--- src/rtl/tx_pts_pkg.sv ---
// Shared types and helpers for the USB transmit parallel-to-serial stuffer.
package tx_pts_pkg;

  localparam int ONES_W    = 3;
  localparam int MAX_WIDTH = 64;
  localparam int IDX_W     = $clog2(MAX_WIDTH);

  typedef enum logic {
    LINE_K = 1'b0,
    LINE_J = 1'b1
  } nrzi_line_t;

  // Words narrower than MAX_WIDTH are zero-extended by the caller.
  function automatic logic next_bit(input logic [MAX_WIDTH-1:0] sr,
                                    input logic [IDX_W-1:0]     msb_idx,
                                    input logic                 msb_first);
    return msb_first ? sr[msb_idx] : sr[0];
  endfunction

endpackage

--- src/rtl/tx_pts_stuffer_nrzi.sv ---
// NRZI line register for the transmit stuffer: toggles on every emitted 0.
module tx_nrzi_enc
  import tx_pts_pkg::*;
(
  input  logic clk,
  input  logic n_rst,
  input  logic bit_strobe,
  input  logic bit_in,
  output logic line_out
);

  nrzi_line_t line;

  always_ff @(posedge clk) begin
    if (n_rst) begin
      line <= LINE_J;
    end else if (bit_strobe && !bit_in) begin
      line <= (line == LINE_J) ? LINE_K : LINE_J;
    end
  end

  assign line_out = line;

endmodule

--- src/rtl/tx_pts_stuffer.sv ---
// Double-buffered parallel-to-serial shifter with USB bit stuffing.
// Optional NRZI line encoding is enabled by defining TX_PTS_NRZI_EN.
module tx_pts_stuffer
  import tx_pts_pkg::*;
#(
  parameter int   WIDTH     = 8,
  parameter int   MSB_FIRST = 0,
  parameter logic IDLE_BIT  = 1'b1,
  parameter int   STUFF_LEN = 6
) (
  input  logic             clk,
  input  logic             n_rst,
  input  logic             shift_enable,
  input  logic             data_valid,
  input  logic [WIDTH-1:0] data_in,
  output logic             data_ready,
  output logic             serial_out,
  output logic             stuff_active,
  output logic             word_done,
  output logic             busy
);

  localparam int                CNT_W     = $clog2(WIDTH);
  localparam logic [CNT_W-1:0]  LAST_CNT  = CNT_W'(WIDTH - 1);
  localparam logic [ONES_W-1:0] STUFF_CNT = ONES_W'(STUFF_LEN);

  logic [WIDTH-1:0]  sr;
  logic [WIDTH-1:0]  hold;
  logic [WIDTH-1:0]  sr_shifted;
  logic [CNT_W-1:0]  bit_cnt;
  logic [ONES_W-1:0] ones_cnt;
  logic              active;
  logic              hold_full;
  logic              out_q;
  logic              accept;
  logic              stuff_now;
  logic              last_emit;
  logic              data_bit;
  logic              emit_bit;

  assign data_ready = !hold_full;
  assign accept     = data_valid && !hold_full;
  assign stuff_now  = (ones_cnt == STUFF_CNT);
  assign busy       = active | stuff_now;
  assign data_bit   = next_bit(MAX_WIDTH'(sr), IDX_W'(WIDTH - 1), MSB_FIRST != 0);
  assign sr_shifted = (MSB_FIRST != 0) ? {sr[WIDTH-2:0], 1'b0} : {1'b0, sr[WIDTH-1:1]};
  assign last_emit  = shift_enable && !stuff_now && active && (bit_cnt == LAST_CNT);
  assign emit_bit   = stuff_now ? 1'b0 : (active ? data_bit : IDLE_BIT);

  always_ff @(posedge clk) begin
    if (n_rst) begin
      sr           <= '0;
      hold         <= '0;
      bit_cnt      <= '0;
      ones_cnt     <= '0;
      active       <= 1'b0;
      hold_full    <= 1'b0;
      out_q        <= IDLE_BIT;
      stuff_active <= 1'b0;
      word_done    <= 1'b0;
    end else begin
      stuff_active <= 1'b0;
      word_done    <= 1'b0;
      if (shift_enable) begin
        out_q <= emit_bit;
        if (stuff_now) begin
          ones_cnt     <= '0;
          stuff_active <= 1'b1;
        end else if (active) begin
          sr       <= sr_shifted;
          bit_cnt  <= bit_cnt + 1'b1;
          ones_cnt <= data_bit ? ones_cnt + 1'b1 : '0;
          if (bit_cnt == LAST_CNT) begin
            word_done <= 1'b1;
            if (hold_full) begin
              sr        <= hold;
              bit_cnt   <= '0;
              hold_full <= 1'b0;
            end else if (!accept) begin
              active <= 1'b0;
            end
          end
        end else begin
          ones_cnt <= '0;
        end
      end
      // A word arriving as the last bit leaves goes straight into sr (zero gap).
      if (accept) begin
        if (!active || last_emit) begin
          sr      <= data_in;
          bit_cnt <= '0;
          active  <= 1'b1;
        end else begin
          hold      <= data_in;
          hold_full <= 1'b1;
        end
      end
    end
  end

`ifdef TX_PTS_NRZI_EN
  logic line_bit;

  tx_nrzi_enc u_nrzi (
    .clk        (clk),
    .n_rst      (n_rst),
    .bit_strobe (shift_enable && (stuff_now || active)),
    .bit_in     (emit_bit),
    .line_out   (line_bit)
  );

  assign serial_out = line_bit;
`else
  assign serial_out = out_q;
`endif

endmodule

--- config.mk ---
export PLATFORM = sky130hd
export DESIGN_NAME = tx_pts_stuffer
export DESIGN_NICKNAME = d
export VERILOG_FILES = /design/src/rtl/tx_pts_pkg.sv /design/src/rtl/tx_pts_stuffer_nrzi.sv /design/src/rtl/tx_pts_stuffer.sv
export SDC_FILE = /design/constraint.sdc
export NUM_CORES = 1
export LEC_CHECK = 0
export BUFFER_PORTS_ARGS = -buffer_cell sky130_fd_sc_hd__clkbuf_2
export CAP_MARGIN = 20
export CORE_MARGIN = 5
export CORE_UTILIZATION = 55
export CTS_CLUSTER_DIAMETER = 40
export DETAILED_ROUTE_END_ITERATION = 12
export GPL_ROUTABILITY_DRIVEN = 0
export PLACE_DENSITY = 0.79
export SYNTH_ARGS = -nofsm -noshare
export SYNTH_HDL_FRONTEND = slang
export SYNTH_SLANG_ARGS = --single-unit
--- constraint.sdc ---
create_clock -name clk -period 1.83 [get_ports clk]
set_clock_uncertainty 0.1 [all_clocks]
set_input_delay 0.2745 -clock clk [delete_from_list [all_inputs] [get_ports clk]]
set_output_delay 0.2745 -clock clk [all_outputs]
set_load 0.01 [all_outputs]
After elaboration in Yosys (flattened, before gate mapping)
Cells that the tools add are included.

Flip-flop bits (word level): 27. Logic and storage cells: 63. Input bits: 12. Output and inout port bits: 5.

Multiplexer cells: 35. Add/subtract/negate cells: 2. Equal/unequal tests: 2. Bitwise operators: 4. Reductions and logical operators: 11.

Operator list (number): 2-to-1 mux 8 bit (7); 2-to-1 mux 3 bit (10); 2-to-1 mux 1 bit (18); adder 3 x 1 -> 3 bit, second input constant (2); equality test 3 bit, second input constant (2); logical AND 1 bit (4); OR reduction 4 bit (1); logical NOT 1 bit (3); inverter 1 bit (3); AND reduction 2 bit (1); OR reduction 2 bit (1); logical OR 1 bit (1); bitwise OR 1 bit (1).

Longest topological paths before layout
Gate-level depths: netlist of run 1.

Depth after elaboration: 10. Gate-level depth with buffers: 7. Gate-level depth less buffers: 6.

Worst setup path after synthesis of run 1
OpenSTA, ideal clock, no wires.

Kind: reg2reg. From: register bit_cnt[0]. To: register sr[0]. Buffers on the path: 0. Arrival time: 1439 ps. Cell stages (with the launch flop): 7. Data required time: 1604 ps. Period minus slack after synthesis: 1665 ps. Setup slack: 165 ps. Setup time: 126 ps. Cells stage by stage: dfxtp_1 ha_1 ha_1 nand2_1 mux2_2 mux2i_1 o2bb2ai_1.

Word-level cells in the longest chain between the ends: 7. Elaborated cells between the ends (all ways): 9. Classes of those cells: eq/ne: 1; mux: 6; reduce/logical: 2.

RTL lines: from (decl) (RTL line tx_pts_stuffer.sv:30) `logic [CNT_W-1:0] bit_cnt;`; from (signal assigned) (RTL line tx_pts_stuffer.sv:71) `bit_cnt <= bit_cnt + 1'b1;`; equality test 3 bit (*) (RTL line tx_pts_stuffer.sv:47, tx_pts_stuffer.sv:73); 2-to-1 mux 8 bit (RTL line tx_pts_stuffer.sv:73) `if (bit_cnt == LAST_CNT) begin`; 2-to-1 mux 8 bit (RTL line tx_pts_stuffer.sv:69) `end else if (active) begin`; 2-to-1 mux 8 bit (RTL line tx_pts_stuffer.sv:66) `if (stuff_now) begin`; 2-to-1 mux 8 bit (RTL line tx_pts_stuffer.sv:64) `if (shift_enable) begin`; 2-to-1 mux 8 bit (RTL line tx_pts_stuffer.sv:89) `if (!active || last_emit) begin`; 2-to-1 mux 8 bit (*) (RTL line tx_pts_stuffer.sv:88) `if (accept) begin`; to (signal assigned) (RTL line tx_pts_stuffer.sv:70) `sr <= sr_shifted;`; to (signal assigned) (RTL line tx_pts_stuffer.sv:76) `sr <= hold;`; to (signal assigned) (RTL line tx_pts_stuffer.sv:90) `sr <= data_in;`; to (decl) (RTL line tx_pts_stuffer.sv:27) `logic [WIDTH-1:0] sr;`.

Mark *: on every way between the ends. The rest lies on a longest branch, timed or not. A chain may end at the register's enable or synchronous reset.

Worst setup path after layout of run 1
From: register bit_cnt[0]. To: register hold[2].

Word-level cells in the longest chain between the ends: 5.

RTL lines: equality test 3 bit (RTL line tx_pts_stuffer.sv:47) `assign last_emit = shift_enable && !stuff_now && active && (bit_cnt == LAST_CNT);`; logical AND 1 bit (RTL line tx_pts_stuffer.sv:47); logical OR 1 bit (RTL line tx_pts_stuffer.sv:89); inverter 1 bit (no line); AND reduction 2 bit (no line); to (signal assigned) (RTL line tx_pts_stuffer.sv:94) `hold <= data_in;`; to (decl) (RTL line tx_pts_stuffer.sv:28) `logic [WIDTH-1:0] hold;`.

No other way between the ends.

==> impl_metrics.py, run 1 <==
metrics = {
    "detailed_routing": {
        "wirelength_um": 2363,
        "route.detailed.drc": 0,
        "viasPerCell": 5.483,
        "vias": 943,
        "drt_iter0_drc": 24,
        "wl_per_cell_um": 13.74,
        "detail_route.first_pass.iterations": 4,
        "ant_nets": 0,
    },
    "job": {
        "drv_cap": 0,
    },
    "power": {
        "p_per_area_mw_per_mm2": 735.3,
        "power_mw": 1.044,
        "clkPwrFrac": 0.254,
        "p_leak_nw": 0.5756,
        "p_int_uw": 768.8,
        "swShare": 0.2638,
        "netSwitchingPower_uw": 275.4,
        "vdd_ir_drop_max_v": 0.0005388,
        "p_comb_frac": 0.138,
        "power_frac_seq": 0.607,
    },
    "synthesis": {
        "synthFlopType": "dfxtp_1",
        "synth_common_cells": "27 x dfxtp_1, 16 x mux2i_1, 11 x nor2_1",
        "netlist_top_cells_area": "dfxtp_1 43%, mux2i_1 13%, mux2_2 7.1%",
        "synth_most_common_cell": "dfxtp_1",
        "synth_edf_count": 0,
        "synth_top_area_frac": 0.4286,
        "ys_types": 28,
        "ys_ff_latch": 27,
        "yosys.area.top_type": "dfxtp_1",
        "netlist_area_mm2": 0.001261,
        "yosysWarningCount": 0,
        "synth_cells": 124,
        "synthesis.nets": 141,
        "avgSynthCellArea_um2": 10.17,
        "async_flop_share": 0,
        "ys_seq_area_frac": 0.4286,
    },
    "clocking": {
        "path_clk_slew_ps": 150,
        "cts_root_buf": "clkbuf_4",
        "clock_latency_ps": 330,
        "cts_max_path_buffers": 2,
        "tritoncts": "yes",
        "cts_buffers": 3,
        "cts.sinks": 27,
        "htreeDepth": 1,
        "post_cts_buffers": 0,
    },
    "floorplanning": {
        "coreArea_mm2": 0.002191,
        "die_area_mm2": 0.003351,
        "num_rows": 17,
        "start_util": 0.5757,
        "die_w_um": 57.89,
        "io_pins": 17,
        "die_y_um": 57.89,
    },
    "setup_path": {
        "crit_chain": "ha_1 > ha_2 > a211oi_2 > buf_6 > mux2i_1 > nor2_1",
        "cp_max_fo": 7,
        "r2r_cells": 6,
        "cp.arrival_ps": 1860,
        "required_ps": 1960,
        "cp_slowest_cell": "dfxtp_1",
        "critical_path_buf_inv_count": 1,
        "end_kind": "flip-flop",
        "cp-start-kind": "flip-flop",
        "reg2reg_from": "bit_cnt[0]",
        "r2r-end": "hold[2]",
        "path_class": "reg -> reg",
        "r2r_slack_ps": 100,
        "crit_family": "adder cells",
        "max_stage_delay_ps": 350,
    },
    "timing": {
        "slew_viol_final": 0,
        "setup_slack_ps": 97.84,
        "min_period_ps": 1732,
        "grt_setup_unrepaired": "false",
        "worstMarginPinSlew_ps": 430.5,
        "period_share": 0.9465,
        "holdWs_ps": 44.01,
        "relSlewSlack": 0.7130,
        "finalHoldViolCount": 0,
        "setup_violations": 0,
        "final.setup.tns_ps": 0,
        "timing.fmax_mhz": 577.3,
    },
    "worst_hold_path": {
        "min_path_type": "in -> reg",
        "min_to": "sr[3]",
        "min_from": "data_in[3]",
        "hold_depth": 2,
    },
    "global_route": {
        "grt_max_degree": 21,
        "grt_pass1_wl_um": 4084,
        "grt.overflow.total": 0,
        "grt_use_met1": 0.1861,
        "grtUsageMet3": 0.02673,
        "first_global_vias": 944,
        "antenna_found_initial": 0,
        "grt_busiest_layer": "met2",
        "use_met2": 0.2645,
        "grt_usage": 0.1553,
    },
    "cells_and_area": {
        "area_growth_pct": 12.60,
        "fin_area_mm2": 0.001420,
        "fillerInstances": 181,
        "fin_nets": 162,
        "antenna_cells": 0,
        "drive_above_1_share": 0.2778,
        "finalNonFillerCells": 172,
        "multi_input_area_um2": 678.2,
        "register_area_um2": 540.5,
        "final_core_util": 0.6482,
    },
    "placed_design": {
        "dp_hpwl_um": 1775,
        "port-buffer-count": 16,
        "dp_cells": 168,
        "place_ws_ps": 21.60,
        "place_area_mm2": 0.001376,
    },
    "status": {
        "status": "finished clean",
    },
}
cell type report:
cell class / instances / area share
clock buffers: 3 / 0.01586
clock inverters: 1 / 0.005286
flip-flops and latches: 27 / 0.3806
inverters: 6 / 0.01586
repair buffers: 20 / 0.08018
well taps: 28 / 0.02467
multi-input cells: 87 / 0.4775
registers in the layout, summed over array words and instances, names as in the netlist, 3 cells and up:
name      count
sr            8
ones_cnt      3
bit_cnt       3
hold          8
routing by layer:
| layer | share of wire | wire length, um |
|---|---|---|
| met3 | 0.037 | 87 |
| met2 | 0.48 | 1129 |
| met4 | 0.022 | 52 |
| met1 | 0.46 | 1094 |
| met5 | 0 | 0 |
placed cells by master, fill, tap and decap left out:
cell type / n
a211oi_1: 1
a211oi_2: 1
a21boi_0: 1
a21boi_4: 1
a21oi_1: 7
a311o_1: 1
and2_4: 1
buf_4: 3
buf_6: 1
clkbuf_2: 16
clkbuf_4: 3
clkinvlp_4: 1
dfxtp_1: 27
ha_1: 4
ha_2: 1
inv_1: 6
mux2_2: 8
mux2i_1: 16
nand2_1: 9
nand2_4: 1
nand2b_4: 1
nand3_1: 5
nand3b_1: 1
nor2_1: 11
nor2b_1: 1
nor3_1: 2
nor3_2: 1
nor4b_1: 2
o21ai_0: 2
o21ai_2: 1
o22ai_1: 1
o2bb2ai_1: 7
worst max path at each step:
stage | startpoint | to | slack [ps] | cells past startpoint
detailed placement | bit_cnt[0] | sr[6] | 20 | 6
global placement | bit_cnt[0] | sr[1] | 90 | 6
CTS | bit_cnt[0] | sr[6] | 3 | 6
finish | bit_cnt[0] | hold[2] | 100 | 6
global route | ones_cnt[0] | ones_cnt[2] | 2 | 6
floorplan | bit_cnt[0] | sr[0] | 160 | 6
timing repair:
action                                 in CTS  in global routing
gates resized for setup                     0                  4
endpoints found under the hold margin       0                  0
setup endpoints to repair                   0                 12
hold buffers                                0                  0
power groups by stage:
stage / Clock [mW] / Sequential (mW) / Combinational [mW]
3_5_place_dp: 0 / 0.647 / 0.144
2_1_floorplan: 0 / 0.641 / 0.102
5_1_grt: 0.309 / 0.639 / 0.161
4_1_cts: 0.280 / 0.634 / 0.144
3_3_place_gp: 0 / 0.645 / 0.138
6_report: 0.265 / 0.634 / 0.144
kinds of logic (layout without fill, tap and decap cells):
logic type | after synthesis | in the layout | share of synthesized area
fa+ha+maj | 5 | 5 | 0.04960
buf+inv | 10 | 30 | 0.04167
compound gates | 23 | 23 | 0.1409
flops | 27 | 27 | 0.4286
simple gates | 35 | 35 | 0.1409
mux | 24 | 24 | 0.1984
(Power assumes the default switching activity.)
==> run 2: changes to the inputs <==
--- a/config.mk
+++ b/config.mk
@@ -12,7 +12,9 @@
 export CTS_CLUSTER_DIAMETER = 40
 export DETAILED_ROUTE_END_ITERATION = 12
 export GPL_ROUTABILITY_DRIVEN = 0
+export GPL_TIMING_DRIVEN = 0
 export PLACE_DENSITY = 0.79
+export RECOVER_POWER = 50
 export SYNTH_ARGS = -nofsm -noshare
 export SYNTH_HDL_FRONTEND = slang
 export SYNTH_SLANG_ARGS = --single-unit
==> impl_metrics.py, run 2 (synthesis gave the netlist of run 1 again) <==
metrics = {
    "placed_design": {
        "dp_hpwl_um": 1815,
        "port-buffer-count": 16,
    },
    "detailed_routing": {
        "detail_route.first_pass.iterations": 4,
        "ant_nets": 0,
        "route.detailed.drc": 0,
        "drt_iter0_drc": 12,
        "vias": 945,
        "viasPerCell": 5.462,
        "wl_per_cell_um": 15.01,
        "wirelength_um": 2596,
    },
    "setup_path": {
        "required_ps": 1940,
        "end_kind": "flip-flop",
        "critical_path_buf_inv_count": 1,
        "cp-start-kind": "flip-flop",
        "path_class": "reg -> reg",
        "crit_chain": "ha_2 > ha_4 > a211oi_4 > clkbuf_2 > mux2i_1 > nor2_1",
        "cp_max_fo": 5,
        "crit_family": "adder cells",
        "cp_slowest_cell": "dfxtp_1",
        "max_stage_delay_ps": 360,
        "cp.arrival_ps": 1860,
    },
    "floorplanning": {
        "die_y_um": 57.89,
        "io_pins": 17,
        "coreArea_mm2": 0.002191,
        "num_rows": 17,
        "start_util": 0.5757,
        "die_area_mm2": 0.003351,
        "die_w_um": 57.89,
    },
    "cells_and_area": {
        "final_core_util": 0.6682,
        "final_cell_mix": "26 x dfxtp_1, 15 x mux2i_1, 12 x clkbuf_2",
        "area_growth_pct": 16.07,
        "fillerInstances": 170,
        "largestRegisters": "hold: 8 flops, sr: 8 flops",
        "final_common_cell": "dfxtp_1",
        "antenna_cells": 0,
        "multi_input_area_um2": 721.9,
        "drive_above_1_share": 0.2690,
        "fin_nets": 163,
        "register_area_um2": 541.8,
    },
    "clocking": {
        "cts_max_path_buffers": 2,
        "htreeDepth": 1,
        "path_clk_slew_ps": 150,
        "cts_root_buf": "clkbuf_4",
        "cts_buffers": 3,
        "cts.sinks": 27,
        "clock_latency_ps": 320,
        "ctsHoldBuffers": 0,
        "tritoncts": "yes",
    },
    "timing": {
        "finalHoldViolCount": 0,
        "holdWs_ps": 58.63,
        "grt_setup_unrepaired": "false",
        "period_share": 0.9550,
        "timing.fmax_mhz": 572.2,
        "setup_violations": 0,
        "worstMarginPinSlew_ps": 447.4,
        "relSlewSlack": 0.7017,
        "slew_viol_final": 0,
        "min_period_ps": 1748,
    },
    "global_route": {
        "grt_pass1_wl_um": 4312,
        "grt.overflow.total": 0,
        "grt_max_degree": 17,
        "antenna_found_initial": 0,
        "first_global_vias": 998,
        "grt_usage": 0.1632,
    },
    "power": {
        "p_per_area_mw_per_mm2": 715.2,
        "p_leak_nw": 0.5598,
        "vdd_ir_drop_max_v": 0.0006708,
    },
    "worst_hold_path": {
        "min_path_type": "in -> reg",
    },
    "status": {
        "status": "finished clean",
    },
    "job": {
        "drv_cap": 0,
    },
}
[run 2: cell types whose count changed in the layout (fill, tap and decap cells not counted), moves of 2 or more]
| cell | delta |
|---|---|
| clkbuf_1 | +7 |
| clkbuf_2 | -4 |
| buf_4 | -3 |
| ha_1 | -2 |
[run 2: where the power goes]
group / total [mW] / switching [mW] / leakage [nW] / internal [mW]
clock network: 0.256 / 0.173 / 0.0139 / 0.0833
logic: 0.155 / 0.0835 / 0.325 / 0.0715
registers: 0.636 / 0.0199 / 0.221 / 0.616
[run 2: cell type report]
type,count,share of cell area
clock inverter,1,0.005128
sequential,27,0.3701
timing repair buffer,17,0.05385
buffer,4,0.02308
tap,28,0.02393
inverter,6,0.01538
multi-input combinational,87,0.4932
clock buffer,3,0.01538
[run 2: worst register-to-register path, cell delays in order, from the launching register on]
cell,delay (ps)
dfxtp_1,360
ha_2,210
ha_4,190
a211oi_4,290
clkbuf_2,240
mux2i_1,210
nor2_1,50
[run 2: metrics by stage]
stage	power (mW)	setup WS [ps]	std cells	area (um^2)	setup TNS [ps]
finish	1.047	82.40	173	1464	0
global route	1.107	11.97	173	1464	0
CTS	1.050	30.83	172	1423	0
detailed placement	0.7896	-24.41	168	1376	-125.4
global placement	0.7825	28.54	168	1376	0
floorplan	0.7438	165.0	124	1261	0
[run 2: worst paths after layout]
path	from	end	slack, ps	cells after the start
hold / removal	data_in[5]	sr[5]	60	2
hold reg to reg	bit_cnt[1]	bit_cnt[1]	380	2
setup reg to reg	bit_cnt[0]	hold[1]	80	6
setup / recovery	bit_cnt[0]	hold[1]	80	6
[run 2: repair_timing]
item / in CTS / in global routing
pin swaps: 0 / 3
setup buffers: 0 / 0
setup endpoints to repair: 7 / 13
gates cloned: 0 / 1
resized for setup: 3 / 10
[run 2: layer usage]
metal  vias up  GRT usage  wire, um
met2        13     0.2952      1304
li1        486          -         -
met1       442     0.1932      1197
met5         -          0         0
met4         0    0.06291        26
met3         4    0.02227        67
==> run 3: changes to the inputs <==
--- a/config.mk
+++ b/config.mk
@@ -5,10 +5,11 @@
 export SDC_FILE = /design/constraint.sdc
 export NUM_CORES = 1
 export LEC_CHECK = 0
+export ABC_AREA = 1
 export BUFFER_PORTS_ARGS = -buffer_cell sky130_fd_sc_hd__clkbuf_2
 export CAP_MARGIN = 20
 export CORE_MARGIN = 5
-export CORE_UTILIZATION = 55
+export CORE_UTILIZATION = 56
 export CTS_CLUSTER_DIAMETER = 40
 export DETAILED_ROUTE_END_ITERATION = 12
 export GPL_ROUTABILITY_DRIVEN = 0
==> impl_metrics.py, run 3 <==
metrics = {
    "synthesis": {
        "async_flop_share": 0,
        "synthFlopType": "dfxtp_1",
        "ys_ff_latch": 27,
        "avgSynthCellArea_um2": 7.306,
        "synth_top_area_frac": 0.3833,
        "synth_common_cells": "54 x nand2_1, 27 x dfxtp_1, 25 x nor2_1",
        "synth_cells": 193,
        "synth_edf_count": 0,
        "netlist_top_cells_area": "dfxtp_1 38%, nand2_1 14%, nor2_1 6.7%",
        "synth_most_common_cell": "nand2_1",
        "netlist_area_mm2": 0.001410,
        "yosysWarningCount": 0,
        "synthesis.nets": 210,
        "yosys.area.top_type": "dfxtp_1",
        "ys_types": 28,
        "ys_seq_area_frac": 0.3833,
    },
    "detailed_routing": {
        "viasPerCell": 5.207,
        "ant_nets": 0,
        "detail_route.first_pass.iterations": 4,
        "wl_per_cell_um": 12.39,
        "wirelength_um": 3047,
        "drt_iter0_drc": 40,
        "route.detailed.drc": 0,
        "vias": 1281,
    },
    "floorplanning": {
        "die_area_mm2": 0.003622,
        "die_w_um": 60.18,
        "io_pins": 17,
        "die_y_um": 60.18,
        "num_rows": 18,
        "start_util": 0.5797,
        "coreArea_mm2": 0.002432,
    },
    "power": {
        "p_leak_nw": 0.7555,
        "p_comb_frac": 0.201,
        "p_per_area_mw_per_mm2": 720.3,
        "netSwitchingPower_uw": 329.0,
        "power_frac_seq": 0.571,
        "vdd_ir_drop_max_v": 0.0007369,
        "clkPwrFrac": 0.228,
        "swShare": 0.2920,
        "p_int_uw": 797.6,
    },
    "placed_design": {
        "place_area_mm2": 0.001528,
        "port-buffer-count": 16,
        "dp_hpwl_um": 2250,
    },
    "timing": {
        "period_share": 0.9400,
        "relSlewSlack": 0.6871,
        "final.setup.tns_ps": 0,
        "timing.fmax_mhz": 581.3,
        "slew_viol_final": 0,
        "finalHoldViolCount": 0,
        "min_period_ps": 1720,
        "setup_violations": 0,
        "worstMarginPinSlew_ps": 469.4,
        "grt_setup_unrepaired": "false",
    },
    "job": {
        "drv_cap": 0,
    },
    "clocking": {
        "ctsHoldBuffers": 0,
        "cts.sinks": 27,
        "cts_root_buf": "clkbuf_4",
        "tritoncts": "yes",
        "path_clk_slew_ps": 140,
        "clock_latency_ps": 320,
        "cts_buffers": 3,
        "cts_max_path_buffers": 2,
        "htreeDepth": 1,
    },
    "setup_path": {
        "required_ps": 1960,
        "end_kind": "flip-flop",
        "max_stage_delay_ps": 380,
        "crit_family": "simple AND/OR/NAND/NOR gates",
        "cp_max_fo": 10,
        "crit_chain": "ha_1 > ha_2 > nand2_1 > buf_4 > nand2_1 > nand2_1 > nand2_2 > nand2_1 > inv_1 > nand2_1 > nand2_1 > nor2_2",
        "path_class": "reg -> reg",
        "cp_slowest_cell": "dfxtp_1",
        "critical_path_buf_inv_count": 2,
        "cp.depth": 12,
        "cp.arrival_ps": 1850,
        "cp-start-kind": "flip-flop",
        "worst_path_most_repeated_cell": "nand2_1",
        "r2r_cells": 12,
    },
    "cells_and_area": {
        "final_cell_mix": "54 x nand2_1, 27 x dfxtp_1, 25 x nor2_1",
        "largestRegisters": "hold: 8 flops, sr: 8 flops",
        "fillerInstances": 229,
        "final_common_cell": "nand2_1",
        "fin_area_mm2": 0.001564,
        "register_area_um2": 540.5,
        "drive_above_1_share": 0.1898,
        "fin_nets": 234,
        "multi_input_area_um2": 720.7,
        "area_growth_pct": 10.91,
        "antenna_cells": 0,
    },
    "global_route": {
        "first_global_vias": 1183,
        "grtUsageMet3": 0.04320,
        "antenna_found_initial": 0,
        "use_met2": 0.3318,
        "grt.overflow.total": 0,
        "grt_use_met1": 0.2237,
        "grt_pass1_wl_um": 5099,
        "grt_busiest_layer": "met2",
        "grt_usage": 0.1873,
        "grt_max_degree": 15,
    },
    "status": {
        "status": "finished clean",
    },
    "worst_hold_path": {
        "hold_depth": 3,
        "min_path_type": "in -> reg",
    },
}
[run 3: through the flow]
step	utilization	instances	setup WS (ps)	hold WS, ps	total power [mW]
3_3_place_gp	0.6281	239	141.4	347.5	0.8769
3_5_place_dp	0.6281	239	69.52	356.9	0.8848
5_1_grt	0.6430	246	8.902	70.24	1.189
6_report	0.6430	246	109.7	77.64	1.127
2_1_floorplan	-	193	313.9	253.8	0.8241
4_1_cts	0.6389	243	35.62	73.67	1.138
[run 3: final cells by class]
type	count	share of cell area
inverters	16	0.04000
plain buffers	9	0.05040
well taps	30	0.02400
clock buffers	4	0.01680
flip-flops and latches	27	0.3456
repair buffers	19	0.06240
multi-input cells	141	0.4608
[run 3: power by group through the flow]
stage	sequential, mW	combinational, mW	clock, mW
6_report	0.643	0.227	0.257
5_1_grt	0.648	0.256	0.284
4_1_cts	0.643	0.230	0.265
3_5_place_dp	0.656	0.229	0
3_3_place_gp	0.654	0.223	0
2_1_floorplan	0.652	0.172	0
[run 3: worst reg2reg max path: stages (launching register included)]
cell and delay (ps):
dfxtp_1 380, ha_1 200, ha_2 250, nand2_1 110, buf_4 180, nand2_1 70, nand2_1 60, nand2_2 60
nand2_1 40, inv_1 40, nand2_1 40, nand2_1 70, nor2_2 30
[run 3: timing repair]
action                     4_1_cts  5_1_grt
buffers inserted                 0        3
setup endpoints to repair        0       13
hold endpoints to repair         0        0
resized for setup                0        1
[run 3: routing by layer]
metal	share of wire	vias up
met4	0	0
met1	0.43	585
met2	0.51	34
met3	0.067	0
met5	0	-
li1	-	662
[run 3: path summary, 6_finish.rpt]
check | from | endpoint | slack (ps)
worst max-delay path | bit_cnt[0] | sr[6] | 110
worst min-delay path | data_in[0] | hold[0] | 80
worst max register to register | bit_cnt[0] | sr[6] | 110
worst min register to register | hold[7] | hold[7] | 380
[run 3: logic make-up (layout without fill, tap and decap cells)]
| kind of cell | after synthesis | in the layout | share of synthesized area |
|---|---|---|---|
| AO/OA/AOI/OAI | 26 | 26 | 0.09583 |
| XOR/XNOR | 1 | 1 | 0.006212 |
| adder cells (fa/ha/maj) | 5 | 5 | 0.04437 |
| buffers and inverters | 25 | 48 | 0.1003 |
| flip-flops | 27 | 27 | 0.3833 |
| multiplexers | 1 | 1 | 0.007099 |
| AND/OR/NAND/NOR | 108 | 108 | 0.3629 |
